**src/rtl/id_stage_p.sv**
```systemverilog
// Instruction-decode stage: latches the fetched instruction, decodes its fields and
// reads two register operands from an internal register file with write-through bypass.
`ifndef NOP
`define NOP 32'h0000_0000
`endif
`ifndef HALT
`define HALT 6'h3F
`endif

module id_stage_p #(
  parameter int WIDTH        = 32,
  parameter int REG_ADDR_LEN = 5,
  parameter bit IMM_SIGNED   = 1'b1
) (
  input  logic                    clk,
  input  logic                    rst_n,
  input  logic [31:0]             IR_in,
  input  logic [WIDTH-3:0]        PC_in,
  input  logic                    in_valid,
  input  logic                    IsStall,
  input  logic                    IsFlush,
  input  logic                    wb_en,
  input  logic [REG_ADDR_LEN-1:0] wb_addr,
  input  logic [WIDTH-1:0]        wb_data,
  output logic [31:0]             IR,
  output logic [WIDTH-3:0]        PC,
  output logic                    out_valid,
  output logic [5:0]              OpCode,
  output logic [REG_ADDR_LEN-1:0] Rd_no,
  output logic [REG_ADDR_LEN-1:0] Rs_no,
  output logic [REG_ADDR_LEN-1:0] Rt_no,
  output logic [WIDTH-1:0]        Rs_val,
  output logic [WIDTH-1:0]        Rt_val,
  output logic [WIDTH-1:0]        Imm_ext,
  output logic [25:0]             Tgt,
  output logic                    halted
);

  localparam int          NREGS     = 2 ** REG_ADDR_LEN;
  localparam logic [31:0] NOP_INSTR = `NOP;
  localparam logic [5:0]  HALT_OP   = `HALT;

  typedef enum logic {RUN = 1'b0, HALTED = 1'b1} state_t;

  state_t                  state_q, state_d;
  logic [WIDTH-1:0]        regs_q [NREGS];
  logic [31:0]             ir_q, ir_d;
  logic [WIDTH-3:0]        pc_q, pc_d;
  logic                    vld_q, vld_d;
  logic [WIDTH-1:0]        rs_val_q, rs_val_d;
  logic [WIDTH-1:0]        rt_val_q, rt_val_d;

  logic [31:0]             cap_ir;
  logic [REG_ADDR_LEN-1:0] cap_rs, cap_rt;
  logic [WIDTH-1:0]        cap_rs_val, cap_rt_val;

  function automatic logic [WIDTH-1:0] ext_imm(input logic [15:0] imm);
    if (IMM_SIGNED) ext_imm = {{(WIDTH-16){imm[15]}}, imm};
    else            ext_imm = {{(WIDTH-16){1'b0}}, imm};
  endfunction

  // An invalid fetch slot is decoded as a NOP, so its operand reads hit r0.
  always_comb begin
    cap_ir     = in_valid ? IR_in : NOP_INSTR;
    cap_rs     = cap_ir[16 +: REG_ADDR_LEN];
    cap_rt     = cap_ir[11 +: REG_ADDR_LEN];
    cap_rs_val = regs_q[cap_rs];
    cap_rt_val = regs_q[cap_rt];
    if (wb_en && (wb_addr == cap_rs)) cap_rs_val = wb_data;
    if (wb_en && (wb_addr == cap_rt)) cap_rt_val = wb_data;
    if (cap_rs == '0) cap_rs_val = '0;
    if (cap_rt == '0) cap_rt_val = '0;
  end

  always_comb begin
    state_d  = state_q;
    ir_d     = ir_q;
    pc_d     = pc_q;
    vld_d    = vld_q;
    rs_val_d = rs_val_q;
    rt_val_d = rt_val_q;
    if (state_q == HALTED || IsStall) begin
      // frozen: everything holds
    end else if (IsFlush) begin
      ir_d     = NOP_INSTR;
      vld_d    = 1'b0;
      rs_val_d = '0;
      rt_val_d = '0;
    end else begin
      ir_d     = cap_ir;
      pc_d     = PC_in;
      vld_d    = in_valid;
      rs_val_d = cap_rs_val;
      rt_val_d = cap_rt_val;
      if (in_valid && (IR_in[31:26] == HALT_OP)) state_d = HALTED;
    end
  end

  always_ff @(posedge clk or negedge rst_n) begin
    if (!rst_n) begin
      state_q  <= RUN;
      ir_q     <= NOP_INSTR;
      pc_q     <= '0;
      vld_q    <= 1'b0;
      rs_val_q <= '0;
      rt_val_q <= '0;
    end else begin
      state_q  <= state_d;
      ir_q     <= ir_d;
      pc_q     <= pc_d;
      vld_q    <= vld_d;
      rs_val_q <= rs_val_d;
      rt_val_q <= rt_val_d;
    end
  end

  // Writes proceed regardless of stall or halt; r0 is never written.
  always_ff @(posedge clk or negedge rst_n) begin
    if (!rst_n) begin
      for (int i = 0; i < NREGS; i++) regs_q[i] <= '0;
    end else if (wb_en && (wb_addr != '0)) begin
      regs_q[wb_addr] <= wb_data;
    end
  end

  assign IR        = ir_q;
  assign PC        = pc_q;
  assign out_valid = vld_q;
  assign OpCode    = ir_q[31:26];
  assign Rd_no     = ir_q[21 +: REG_ADDR_LEN];
  assign Rs_no     = ir_q[16 +: REG_ADDR_LEN];
  assign Rt_no     = ir_q[11 +: REG_ADDR_LEN];
  assign Tgt       = ir_q[25:0];
  assign Imm_ext   = ext_imm(ir_q[15:0]);
  assign Rs_val    = rs_val_q;
  assign Rt_val    = rt_val_q;
  assign halted    = (state_q == HALTED);

endmodule

```
**config.mk**
```make
export PLATFORM = sky130hd
export DESIGN_NAME = id_stage_p
export DESIGN_NICKNAME = d
export VERILOG_FILES = /design/src/rtl/id_stage_p.sv
export SDC_FILE = /design/constraint.sdc
export NUM_CORES = 2
export LEC_CHECK = 0
export ABC_AREA = 0
export CAP_MARGIN = 5
export CORE_MARGIN = 1
export CORE_UTILIZATION = 56
export CTS_BUF_LIST = sky130_fd_sc_hd__clkbuf_4
export DETAILED_ROUTE_END_ITERATION = 8
export PLACE_DENSITY = 0.72
export SETUP_SLACK_MARGIN = 0.2
export SLEW_MARGIN = 0
export SYNTH_ARGS = -nofsm -noshare
export SYNTH_HDL_FRONTEND = slang
export SYNTH_SLANG_ARGS = --single-unit
```
**constraint.sdc**
```tcl
create_clock -name clk -period 5.7 [get_ports clk]
set_input_delay 0.855 -clock clk [delete_from_list [all_inputs] [get_ports clk]]
set_output_delay 0.855 -clock clk [all_outputs]
set_load 0.1 [all_outputs]
```
==> impl_results.md <==
* Routed WL per cell at between 30 and 40 um
* Floorplan die width at approximately 330 um
* Hold_buf cts at 1
* WP data required at between 6 and 7 ns
* Worst Setup Path Type: in -> reg
* Input/output buffers at a little over 300
* Post-DP HPWL at roughly 140000 um
* Slew headroom at 0.0583
* Final setup viols at 0
* Post-cts sizing count at 0
* Post-synth top area share at 0.468
* Post-synthesis sequential area ratio at 0.468
* Final Cycle Share at 0.722
* Number of synthesized flops with an enable pin at 0
* Cell Rows at approximately 120
* Slack of the critical path at ~1.6 ns
* CTS tree: yes
* Max-Cap Viols at 0
* Vias in the first global route at 50375
* Hold_ws at around 0.18 ns
* Yosys top cell by area: dfrtp_1
* DRT iter0 DRCs at just over 8000
* Synthesized area at 61600 um2
* Clk slew on worst S/H paths at roughly 0.060 ns
* GP Congestion at about 0.94
* First-pass GRT wire length at 352000 um
* Max-slew violations at 0
* Setup tns final at 0 ns
* Via density at about 7.3
* Setup Buffers After CTS at 0
* Slowest CP cell: a222oi_1
* Yosys synthesis warning count at 0
* Register area at ~29000 um2
* Mean post-synth cell area at around 12 um2
* Finished Layout Cells at just over 7000
* Core area at about 110000 um2
* Worst stage delay on the critical path at around 1.1 ns
* Final Hold Vio Count at 0
* CP max FO at 65
* Critical-path cell list: buf_6, nand4bb_4, buf_4, o221ai_1, a222oi_1, nand4_1, o21ai_1
* Most common cell in the netlist: dfrtp_1
* Crit path time final at 4.11 ns
* Synth Instances at ~5200
* Top cells by count, synth: 1152 x dfrtp_1, 1089 x mux2_2, 397 x mux2i_1, 294 x clkbuf_1, 251 x nand2_1
* Area growth, synth to finish at 12.2%
* Num CTS Buffers at 330
* Root buf cell: clkbuf_4
* Fmax at around 240 MHz
* Gr ovfl total at 0
* Clock sinks at about 1200
* Boundary Pins at 312
* Synth area leaders: dfrtp_1 47%, mux2_2 20%, mux2i_1 6.4%
* Net count, final at 5500
* Worst-Margin Slew at between 1 and 1.5 ns
* RSZ-0062 raised after global routing: false
* Residual DRC at 0
* Effective utilization at floorplan at 0.565
* Arrival @ worst endpoint at 5.24 ns
* Share of cells above drive strength 1 at 0.340
* Post-route ant nets at 0
* H-tree levels at 5
* Pleak at 30.9 nW
* Die Area at approximately 110000 um2
* Vias at 51580
* Routed WL at 246000 um
* Syn_nets at 5329
* Area occupied by multi-input gates at ~30000 um2
* Power Density at 345 nW/um2
* Main synth FF type: dfrtp_1
* Fillcell total at just under 9000
* Worst skew pair latency at about 1.3 ns
* CP Launch Type: primary input
* First-pass detailed-route iteration total at 8
* CP Capture Type: register
* DP Cell Count at around 6500
* Clock Skews at between 0.1 and 0.15 ns
* Post-Place Setup Slack at around 1.2 ns
* #FFs+latches synth at 1152
* Peak VDD IR at between 0.15 and 0.2 mV
* Antenna violations before repair at 25
* Total GRT Usage at 0.436
* Cell variety after synth at just over 90
* Largest net degree at the start of global routing at approximately 130
* Status: completed
* Longest Clk Path Bufs at 4
* Hold WC Path Type: in -> reg
* Asr flop ratio synth at 1.00
* Die height at about 330 um
==> area by class of cell <==
cell class | count | share of cell area
Clock inverter | 63 | 0.00519
Tap cell | 1414 | 0.0256
Sequential cell | 1152 | 0.417
Timing Repair Buffer | 488 | 0.0688
Antenna cell | 17 | 0.000615
Clock buffer | 485 | 0.0526
Multi-Input combinational cell | 3402 | 0.429
Inverter | 21 | 0.00114
==> sequential cells by signal (all words and copies together) (netlist names) <==
| name | count |
|---|---|
| PC | 30 |
| out_valid | 1 |
| Rt_val | 32 |
| halted | 1 |
| regs_q | 1024 |
| IR | 32 |
| Rs_val | 32 |
==> through the flow <==
stage                     power (mW)  utilization  cell area, um2
after floorplan                 14.4            -           61600
after global placement          15.9        0.598           65100
after detailed placement        16.1        0.598           65100
after CTS                       23.7        0.634           69100
after global routing            24.7        0.634           69200
final                           23.9        0.635           69200
==> cell usage in the layout, fill, tap and decap left out, types with 48 or more instances in the layout <==
| cell | Yosys | final |
|---|---|---|
| o21ai_0 | 231 | 230 |
| mux2i_1 | 397 | 397 |
| a21oi_1 | 77 | 77 |
| and3_1 | 48 | 48 |
| a211oi_1 | 173 | 173 |
| o211a_1 | 50 | 50 |
| clkdlybuf4s50_1 | 0 | 303 |
| o22a_1 | 69 | 69 |
| o22ai_1 | 108 | 108 |
| nor2b_1 | 70 | 70 |
| nand2_1 | 251 | 232 |
| buf_4 | 126 | 153 |
| o221ai_1 | 73 | 73 |
| mux4_2 | 49 | 49 |
| clkbuf_4 | 0 | 485 |
| a221oi_1 | 90 | 90 |
| nor2_1 | 144 | 124 |
| mux2_2 | 1089 | 1089 |
| dfrtp_1 | 1152 | 1152 |
==> cell families after synthesis <==
family | after synthesis | share of synthesized area
compound gates | 1207 | 0.144
xor+xnor | 5 | 0.000711
buf+inv | 670 | 0.0557
flops | 1152 | 0.468
mux | 1535 | 0.281
simple gates | 655 | 0.0509
==> metal layers <==
| layer | share of wire | global-route usage | up-vias |
|---|---|---|---|
| met5 | 0.00064 | 0.00174 | - |
| met4 | 0.081 | 0.304 | 24 |
| met3 | 0.15 | 0.164 | 1240 |
| li1 | - | - | 20128 |
| met2 | 0.41 | 0.610 | 4557 |
| met1 | 0.36 | 0.558 | 25631 |
==> critical path, delay by kind of cell <==
kind | cells | cell delay, ns
AOI/OAI and AO/OA | 3 | 1.62
buffers and inverters | 2 | 0.96
and+or+nand+nor | 2 | 1.67
==> final timing paths <==
kind | startpoint | cells past startpoint | slack, ns | endpoint
hold reg to reg | regs_q[1003]$_DFFE_PN0P_ | 0 | 0.40 | regs_q[1003]$_DFFE_PN0P_
min in group asynchronous | rst_n | 2 | 0.29 | IR[7]$_DFFE_PN0N_
max in group asynchronous | rst_n | 3 | 3.88 | regs_q[961]$_DFFE_PN0P_
setup / recovery | IR_in[18] | 7 | 1.59 | Rs_val[18]$_DFFE_PN0N_
setup reg to reg | halted$_DFFE_PN0P_ | 8 | 2.52 | Rt_val[1]$_DFFE_PN0N_
hold / removal | IR_in[24] | 2 | 0.18 | IR[24]$_DFFE_PN0N_
==> report_power, final <==
group / total, mW / leakage [nW] / switching [mW] / internal (mW)
clock: 7.69 / 2.41 / 3.65 / 4.04
sequential: 10.8 / 14.8 / 1.18 / 9.63
combinational: 5.35 / 13.7 / 3.02 / 2.33
total: 23.9 / 30.9 / 7.84 / 16.0
Note: power is estimated with default switching activity, not from simulation.
